### src/rtl/papuf_eval_ctrl.sv
`default_nettype none
// ============================================================================
// Module   : papuf_eval_ctrl
// Brief    : Sequenced front-end for a bank of pulse-driven arbiter PUF cells.
//            Accepts a challenge, fires VOTES evaluation pulses, samples the
//            synchronised response after each one and returns a per-bit
//            majority-voted response.
//            Optional macro PAPUF_STABILITY_EN adds the rsp_unstable output
//            (per-bit flag: votes were not unanimous).
// Revision : 1.0 - initial release
// ============================================================================
module papuf_eval_ctrl #(
    parameter int CH_W       = 16,
    parameter int RSP_W      = 16,
    parameter int PULSE_CYC  = 4,
    parameter int SETTLE_CYC = 4,
    parameter int VOTES      = 5
) (
    input  logic             clk,
    input  logic             rst,
    input  logic             req_valid,
    output logic             req_ready,
    input  logic [CH_W-1:0]  req_challenge,
    output logic [CH_W-1:0]  puf_challenge,
    output logic             puf_pulse,
    input  logic [RSP_W-1:0] puf_response,
    output logic             rsp_valid,
    input  logic             rsp_ready,
    output logic [RSP_W-1:0] rsp_data,
    output logic             busy
`ifdef PAPUF_STABILITY_EN
    ,
    output logic [RSP_W-1:0] rsp_unstable
`endif
);

    localparam int c_CW   = $clog2(VOTES + 1);
    localparam int c_IW   = (VOTES > 1) ? $clog2(VOTES) : 1;
    localparam int c_TMAX = (PULSE_CYC > SETTLE_CYC) ? PULSE_CYC : SETTLE_CYC;
    localparam int c_TW   = $clog2(c_TMAX + 1);

    localparam logic [c_TW-1:0] c_PULSE_LAST  = c_TW'(PULSE_CYC - 1);
    localparam logic [c_TW-1:0] c_SETTLE_LAST = c_TW'(SETTLE_CYC - 1);
    localparam logic [c_IW-1:0] c_VOTE_LAST   = c_IW'(VOTES - 1);
    localparam logic [c_CW-1:0] c_HALF        = c_CW'(VOTES / 2);
    localparam logic [c_CW-1:0] c_ALL         = c_CW'(VOTES);

    // An even vote count has no strict majority, so refuse to elaborate.
    generate
        if ((VOTES % 2) == 0 || VOTES < 1) begin : g_votes_must_be_odd
            $error("papuf_eval_ctrl: VOTES must be odd and >= 1");
        end
    endgenerate

    typedef enum logic [2:0] {
        S_IDLE   = 3'd0,
        S_ARM    = 3'd1,
        S_PULSE  = 3'd2,
        S_SETTLE = 3'd3,
        S_SAMPLE = 3'd4,
        S_DONE   = 3'd5
    } state_t;

    state_t            r_state;
    state_t            w_next;
    logic              w_accept;
    logic [c_TW-1:0]   r_timer;
    logic [c_IW-1:0]   r_vote;
    logic [c_CW-1:0]   r_cnt      [RSP_W];
    logic [c_CW-1:0]   w_cnt_next [RSP_W];
    logic [RSP_W-1:0]  w_major;
    logic [RSP_W-1:0]  w_mixed;
    logic [RSP_W-1:0]  r_sync1;
    logic [RSP_W-1:0]  r_sync2;
    logic [CH_W-1:0]   r_challenge;
    logic [RSP_W-1:0]  r_rsp_data;
    logic [RSP_W-1:0]  r_unstable;
    logic              r_req_ready;
    logic              r_busy;
    logic              r_pulse;
    logic              r_rsp_valid;

    // Next-state decode; timed states leave on the last count of r_timer.
    always_comb begin
        w_next   = r_state;
        w_accept = 1'b0;
        case (r_state)
            S_IDLE: begin
                w_accept = req_valid && r_req_ready;
                if (w_accept) w_next = S_ARM;
            end
            S_ARM:    w_next = S_PULSE;
            S_PULSE:  if (r_timer == c_PULSE_LAST)  w_next = S_SETTLE;
            S_SETTLE: if (r_timer == c_SETTLE_LAST) w_next = S_SAMPLE;
            S_SAMPLE: w_next = (r_vote == c_VOTE_LAST) ? S_DONE : S_ARM;
            S_DONE:   if (r_rsp_valid && rsp_ready) w_next = S_IDLE;
            default:  w_next = S_IDLE;
        endcase
    end

    // Counter update and vote decision for the sample being taken now.
    always_comb begin
        w_major = '0;
        w_mixed = '0;
        for (int i = 0; i < RSP_W; i++) begin
            w_cnt_next[i] = r_cnt[i] + c_CW'(r_sync2[i]);
            w_major[i]    = (w_cnt_next[i] > c_HALF);
            w_mixed[i]    = (w_cnt_next[i] != '0) && (w_cnt_next[i] != c_ALL);
        end
    end

    // State register.
    always_ff @(posedge clk or posedge rst) begin
        if (rst) r_state <= S_IDLE;
        else     r_state <= w_next;
    end

    // Cycle timer for PULSE/SETTLE; restarts at every state change.
    always_ff @(posedge clk or posedge rst) begin
        if (rst)
            r_timer <= '0;
        else if ((w_next == r_state) && (r_state == S_PULSE || r_state == S_SETTLE))
            r_timer <= r_timer + 1'b1;
        else
            r_timer <= '0;
    end

    // Two-flop synchroniser for the asynchronous PUF outputs, always running.
    always_ff @(posedge clk or posedge rst) begin
        if (rst) begin
            r_sync1 <= '0;
            r_sync2 <= '0;
        end else begin
            r_sync1 <= puf_response;
            r_sync2 <= r_sync1;
        end
    end

    // Challenge capture, vote accumulation and result registration.
    always_ff @(posedge clk or posedge rst) begin
        if (rst) begin
            r_challenge <= '0;
            r_vote      <= '0;
            r_rsp_data  <= '0;
            r_unstable  <= '0;
            for (int i = 0; i < RSP_W; i++) r_cnt[i] <= '0;
        end else if (w_accept) begin
            r_challenge <= req_challenge;
            r_vote      <= '0;
            for (int i = 0; i < RSP_W; i++) r_cnt[i] <= '0;
        end else if (r_state == S_SAMPLE) begin
            for (int i = 0; i < RSP_W; i++) r_cnt[i] <= w_cnt_next[i];
            if (r_vote == c_VOTE_LAST) begin
                r_rsp_data <= w_major;
                r_unstable <= w_mixed;
            end else begin
                r_vote <= r_vote + 1'b1;
            end
        end
    end

    // Registered status outputs, decoded from the next state so they line up
    // with the state register and are glitch-free at the PUF bank.
    always_ff @(posedge clk or posedge rst) begin
        if (rst) begin
            r_req_ready <= 1'b0;
            r_busy      <= 1'b0;
            r_pulse     <= 1'b0;
            r_rsp_valid <= 1'b0;
        end else begin
            r_req_ready <= (w_next == S_IDLE);
            r_busy      <= (w_next != S_IDLE);
            r_pulse     <= (w_next == S_PULSE);
            r_rsp_valid <= (w_next == S_DONE);
        end
    end

    assign req_ready     = r_req_ready;
    assign busy          = r_busy;
    assign puf_pulse     = r_pulse;
    assign puf_challenge = r_challenge;
    assign rsp_valid     = r_rsp_valid;
    assign rsp_data      = r_rsp_data;
`ifdef PAPUF_STABILITY_EN
    assign rsp_unstable  = r_unstable;
`else
    logic w_unused_unstable;
    assign w_unused_unstable = ^r_unstable;
`endif

endmodule
`default_nettype wire
### config.mk
export PLATFORM = sky130hd
export DESIGN_NAME = papuf_eval_ctrl
export DESIGN_NICKNAME = d
export VERILOG_FILES = /design/src/rtl/papuf_eval_ctrl.sv
export SDC_FILE = /design/constraint.sdc
export NUM_CORES = 1
export LEC_CHECK = 0
export ABC_AREA = 1
export CORE_ASPECT_RATIO = 0.9
export CORE_UTILIZATION = 45
export DETAILED_ROUTE_END_ITERATION = 8
export GPL_ROUTABILITY_DRIVEN = 0
export PLACE_DENSITY_LB_ADDON = 0.12
export SKIP_LAST_GASP = 1
export SLEW_MARGIN = 30
export SYNTH_ARGS = -nofsm -noshare
export SYNTH_HDL_FRONTEND = slang
export SYNTH_SLANG_ARGS = --single-unit
### constraint.sdc
create_clock -name clk -period 4.7 [get_ports clk]
set_clock_uncertainty 0.15 [all_clocks]
set_input_delay 0.705 -clock clk [delete_from_list [all_inputs] [get_ports clk]]
set_output_delay 0.705 -clock clk [all_outputs]
set_load 0.005 [all_outputs]
# == Word-level counts from Yosys, hierarchy flattened ==
# Cells that the tools add are included.
# totals
reg_bits,125
input_bits,36
latch_bits,0
ramBits,0
romBits,0
wordCells,96
out_inout_bits,36
n_memories,0
# op_classes
n_addsub,18
bitwise,1
magnitude_cmp,16
div_mod_pow,0
n_eq_ne,11
mul,0
n_reduce_logical,10
shift,0
muxes,13
# ops
op,n
two-way mux 48 bit,2
adder 3 x 1 -> 3 bit,16
greater-than comparator 3 x 2 -> 1 bit (second input constant),16
two-way mux 3 bit,9
case mux 3 bit (6 select lines),1
equality test 3 x 2 -> 1 bit (second input constant),4
equality test 3 bit (second input constant),4
adder 3 x 1 -> 3 bit (second input constant),2
logical NOT 3 bit,2
equality test 3 x 1 -> 1 bit (second input constant),1
equality test 3 bit,1
logical AND 1 bit,3
AND reduction 3 bit,1
nonzero test 3 bit,1
!= test 2 bit (second input constant),1
AND reduction 2 bit,1
nonzero test 2 bit,1
logical OR 1 bit,1
two-way mux 1 bit,1
inverter 1 bit,1

# == Longest topological paths before layout ==
# depth
depth_word,6
mapped_depth,8
mapped_depth_nobuf,8

# == Worst setup path before layout ==
# Ideal clock, no wire load.
# synth_timing
path_kind,input-to-reg
start,input req_valid
end,register r_cnt[0] (netlist bit)
slack_ns,3.094
cell_stages,7
arrival_time_ns,1.380
path_buffers,2
path_cell_list,nand2_1 inv_1 o21ai_2 buf_4 buf_4 nand2_1 o21ai_1
# synth_between
elab_chain_len,3
# synth_rtl
item,line_no,rtl
start: declaration,21,"input logic req_valid,"
logical AND 1 bit *,89,w_accept = req_valid && r_req_ready;
two-way mux 1 bit *,87,case (r_state)
two-way mux 48 bit / nonzero test 2 bit (equally long branches),n/a,
end: declaration,69,logic [c_CW-1:0] r_cnt [RSP_W];
# Mark *: on every way between the ends. The rest lies on a longest branch, timed or not.
# A chain may end at the register's enable or synchronous reset.

# == Worst setup path in the final report ==
# layout_timing
start,input req_valid
end,"register r_challenge[14], in the netlist puf_challenge[14]"
# layout_between
elab_chain_len,2
# layout_rtl
item,line_no,rtl
logical AND 1 bit,89,
two-way mux 1 bit,87,
end signal: assignment,148,r_challenge <= req_challenge;
end: declaration,75,logic [CH_W-1:0] r_challenge;
# No other way between the ends.

==> impl_metrics.json <==
{
  "antenna_found_initial": 0,
  "whs_ps": 192,
  "crit_chain": "clkdlybuf4s50_1 -> nand2_1 -> inv_1 -> nand3_1 -> inv_1 -> nand2_1 -> nand2_1",
  "slowest_stage": "inv_1",
  "cts_setup_buffers": 0,
  "placed_area_um2": 5920,
  "synth_xor_area_share_pct": 2.75,
  "fin_nets": 636,
  "cts_htree_levels": 4,
  "max_slew_margin_pct": 51.5,
  "wirelength_um": 9030,
  "finalHoldViolCount": 0,
  "grt_pass1_wl_um": 15800,
  "synth_edf_count": 0,
  "drtPass1Iterations": 4,
  "overflow": 0,
  "die_x_um": 114,
  "startpoint": "req_valid",
  "drive_gt1_share_pct": 6.76,
  "p_leak_nw": 3.26,
  "p_per_area_nw_per_um2": 563,
  "drv_slew": 0,
  "synthArstFlopShare_pct": 100,
  "ys_seq_area_share_pct": 61.5,
  "final_util_pct": 59.5,
  "grt_max_degree": 78,
  "design_area_um2": 6490,
  "wire_per_inst_um": 12.4,
  "clock_latency_ps": 400,
  "cp_max_fo": 20,
  "min_path_type": "flop to flop",
  "setup_viol": 0,
  "fmax_mhz": 405,
  "drcViolationCount": 0,
  "hold_buffers": 0,
  "max_stage_delay_ps": 610,
  "num_vias": 3442,
  "synth_top_family_by_area": "simple AND/OR/NAND/NOR gates",
  "required_ps": 4880,
  "io_pins": 72,
  "n_fill_cell": 937,
  "ctsRootBufferMaster": "clkbuf_16",
  "area_delta_synth_final_pct": 27.5,
  "rsz0062_at_grt": "false",
  "end_kind": "flop",
  "critical_path_arrival_ps": 2650,
  "status": "completed",
  "rrSetupSlack_ps": 2480,
  "synth_compound_area_share_pct": 7.28,
  "syn_area_um2": 5090,
  "start_util_pct": 46.7,
  "ant_nets": 0,
  "critical_path_class": "input port to flop",
  "fin_crit_sh_pct": 52.6,
  "syn_avg_cell_area_um2": 10.4,
  "startpoint_type": "input port",
  "rows": 36,
  "fin_ws_ps": 2230,
  "place_ws_ps": 1770,
  "synthMuxAreaShare_pct": 0,
  "dieArea_um2": 11700,
  "cts_buffer_depth": 2,
  "worstReg2RegEnd": "puf_challenge[14]",
  "track_usage_pct": 17.6,
  "cts_tree": "done",
  "synthSimpleGateAreaFrac_pct": 13.8,
  "placeableCoreArea_um2": 10900,
  "drtIter0Drc": 182,
  "synthAdderAreaFrac_pct": 8.85,
  "rr_startpoint": "r_state[0]",
  "cts_made_buffers": 17,
  "post_cts_resized": 0,
  "final.setup.tns_ps": 0,
  "die_h_um": 103,
  "cts.sinks": 125,
  "clk_pin_slew_ps": 50,
  "routed_via_density": 4.72,
  "synth_fp_nets": 559,
  "syn_inst": 487,
  "yosysWarnings": 0,
  "diodes": 0,
  "ff2ff_path_depth": 5,
  "yosysUniqueCellTypes": 23,
  "cp_common_cell": "nand2_1",
  "dp_hpwl_um": 5690,
  "grt_pass1_vias": 3458,
  "portBuffers": 71,
  "period_needed_ps": 2470,
  "crit_end": "puf_challenge[14]",
  "ys_ff_latch": 125,
  "max_slew.worst_pin.slew_ps": 725,
  "synth_flop_cell": "dfrtp_1",
  "vdd_ir_drop_max_mv": 0.279,
  "cap_violations": 0
}
metal layers:
layer / vias up / global-route usage [%] / wire [um]
met2: 71 / 28.0 / 4190
met1: 1666 / 22.9 / 4400
met3: 6 / 5.53 / 355
met4: 0 / 6.39 / 82
met5: - / 0 / 0
li1: 1699 / - / -
worst min-delay path by stage:
| stage | from | end | slack, ps | cells past startpoint |
|---|---|---|---|---|
| floorplan | r_sync1[0] | r_sync2[0] | 180 | 0 |
| global placement | r_sync1[5] | r_sync2[5] | 180 | 0 |
| detailed placement | r_sync1[2] | r_sync2[2] | 180 | 0 |
| CTS | r_sync1[5] | r_sync2[5] | 200 | 0 |
| global route | r_sync1[9] | r_sync2[9] | 210 | 0 |
| finish | r_sync1[5] | r_sync2[5] | 190 | 0 |
stage by stage:
step | instances | total power, mW
floorplan | 487 | 2.11
global route | 729 | 3.93
global placement | 697 | 2.40
CTS | 729 | 3.70
detailed placement | 697 | 2.44
finish | 729 | 3.65
critical path, delay by kind of cell:
kind                   cells  cell delay (ps)
buffers and inverters      3             1170
and+or+nand+nor            4              780
cell type report:
| class | count | area, um^2 | share of cell area (%) |
|---|---|---|---|
| Timing Repair Buffer | 73 | 738 | 11.4 |
| Sequential cell | 125 | 3130 | 48.2 |
| Tap cell | 152 | 190 | 2.93 |
| Clock inverter | 6 | 57.6 | 0.887 |
| Clock buffer | 26 | 509 | 7.85 |
| Inverter | 50 | 195 | 3.01 |
| Multi-Input combinational cell | 297 | 1670 | 25.7 |
placed cells by master (no fill, tap or decap), types with 2 or more instances in the layout:
cell type and n:
inv_1 47, nand3_1 5, clkbuf_8 5, nand4_1 2, clkbuf_1 4, clkinv_2 4, clkbuf_16 17, nor2_1 7
nand2_1 155, xnor2_1 16, clkdlybuf4s50_1 71, o21ai_0 58, o21ai_1 10, ha_1 36, dfrtp_1 125
cell families (layout without fill, tap and decap cells):
logic type               after synthesis  in the layout
buffers and inverters                 65            155
AND/OR/NAND/NOR                      173            173
adder cells (fa/ha/maj)               36             36
flip-flops                           125            125
XOR/XNOR                              16             16
AO/OA/AOI/OAI                         72             72
Yosys cell counts, types with 2 or more instances:
library cell,count,area (um^2)
nand2_1,155,582
dfrtp_1,125,3130
o21ai_0,58,290
inv_1,48,180
ha_1,36,450
xnor2_1,16,140
o21ai_1,10,50.1
nor2_1,7,26.3
buf_4,5,37.5
nand3_1,5,25.0
buf_6,4,45.0
buf_2,3,15.0
clkbuf_1,3,11.3
nand4_1,2,12.5
o21ai_2,2,17.5
report_power, final:
group          switching (mW)  internal, mW
registers               0.184          1.37
clock network           0.430         0.794
logic                   0.441         0.429
flip-flops by register name (all words and copies together) (netlist names):
name,count
busy,1
r_timer,3
puf_challenge,16
rsp_data,16
r_state,3
r_sync1,16
r_sync2,16
rsp_valid,1
r_cnt,48
r_vote,3
puf_pulse,1
req_ready,1
Note: power is estimated with default switching activity, not from simulation.
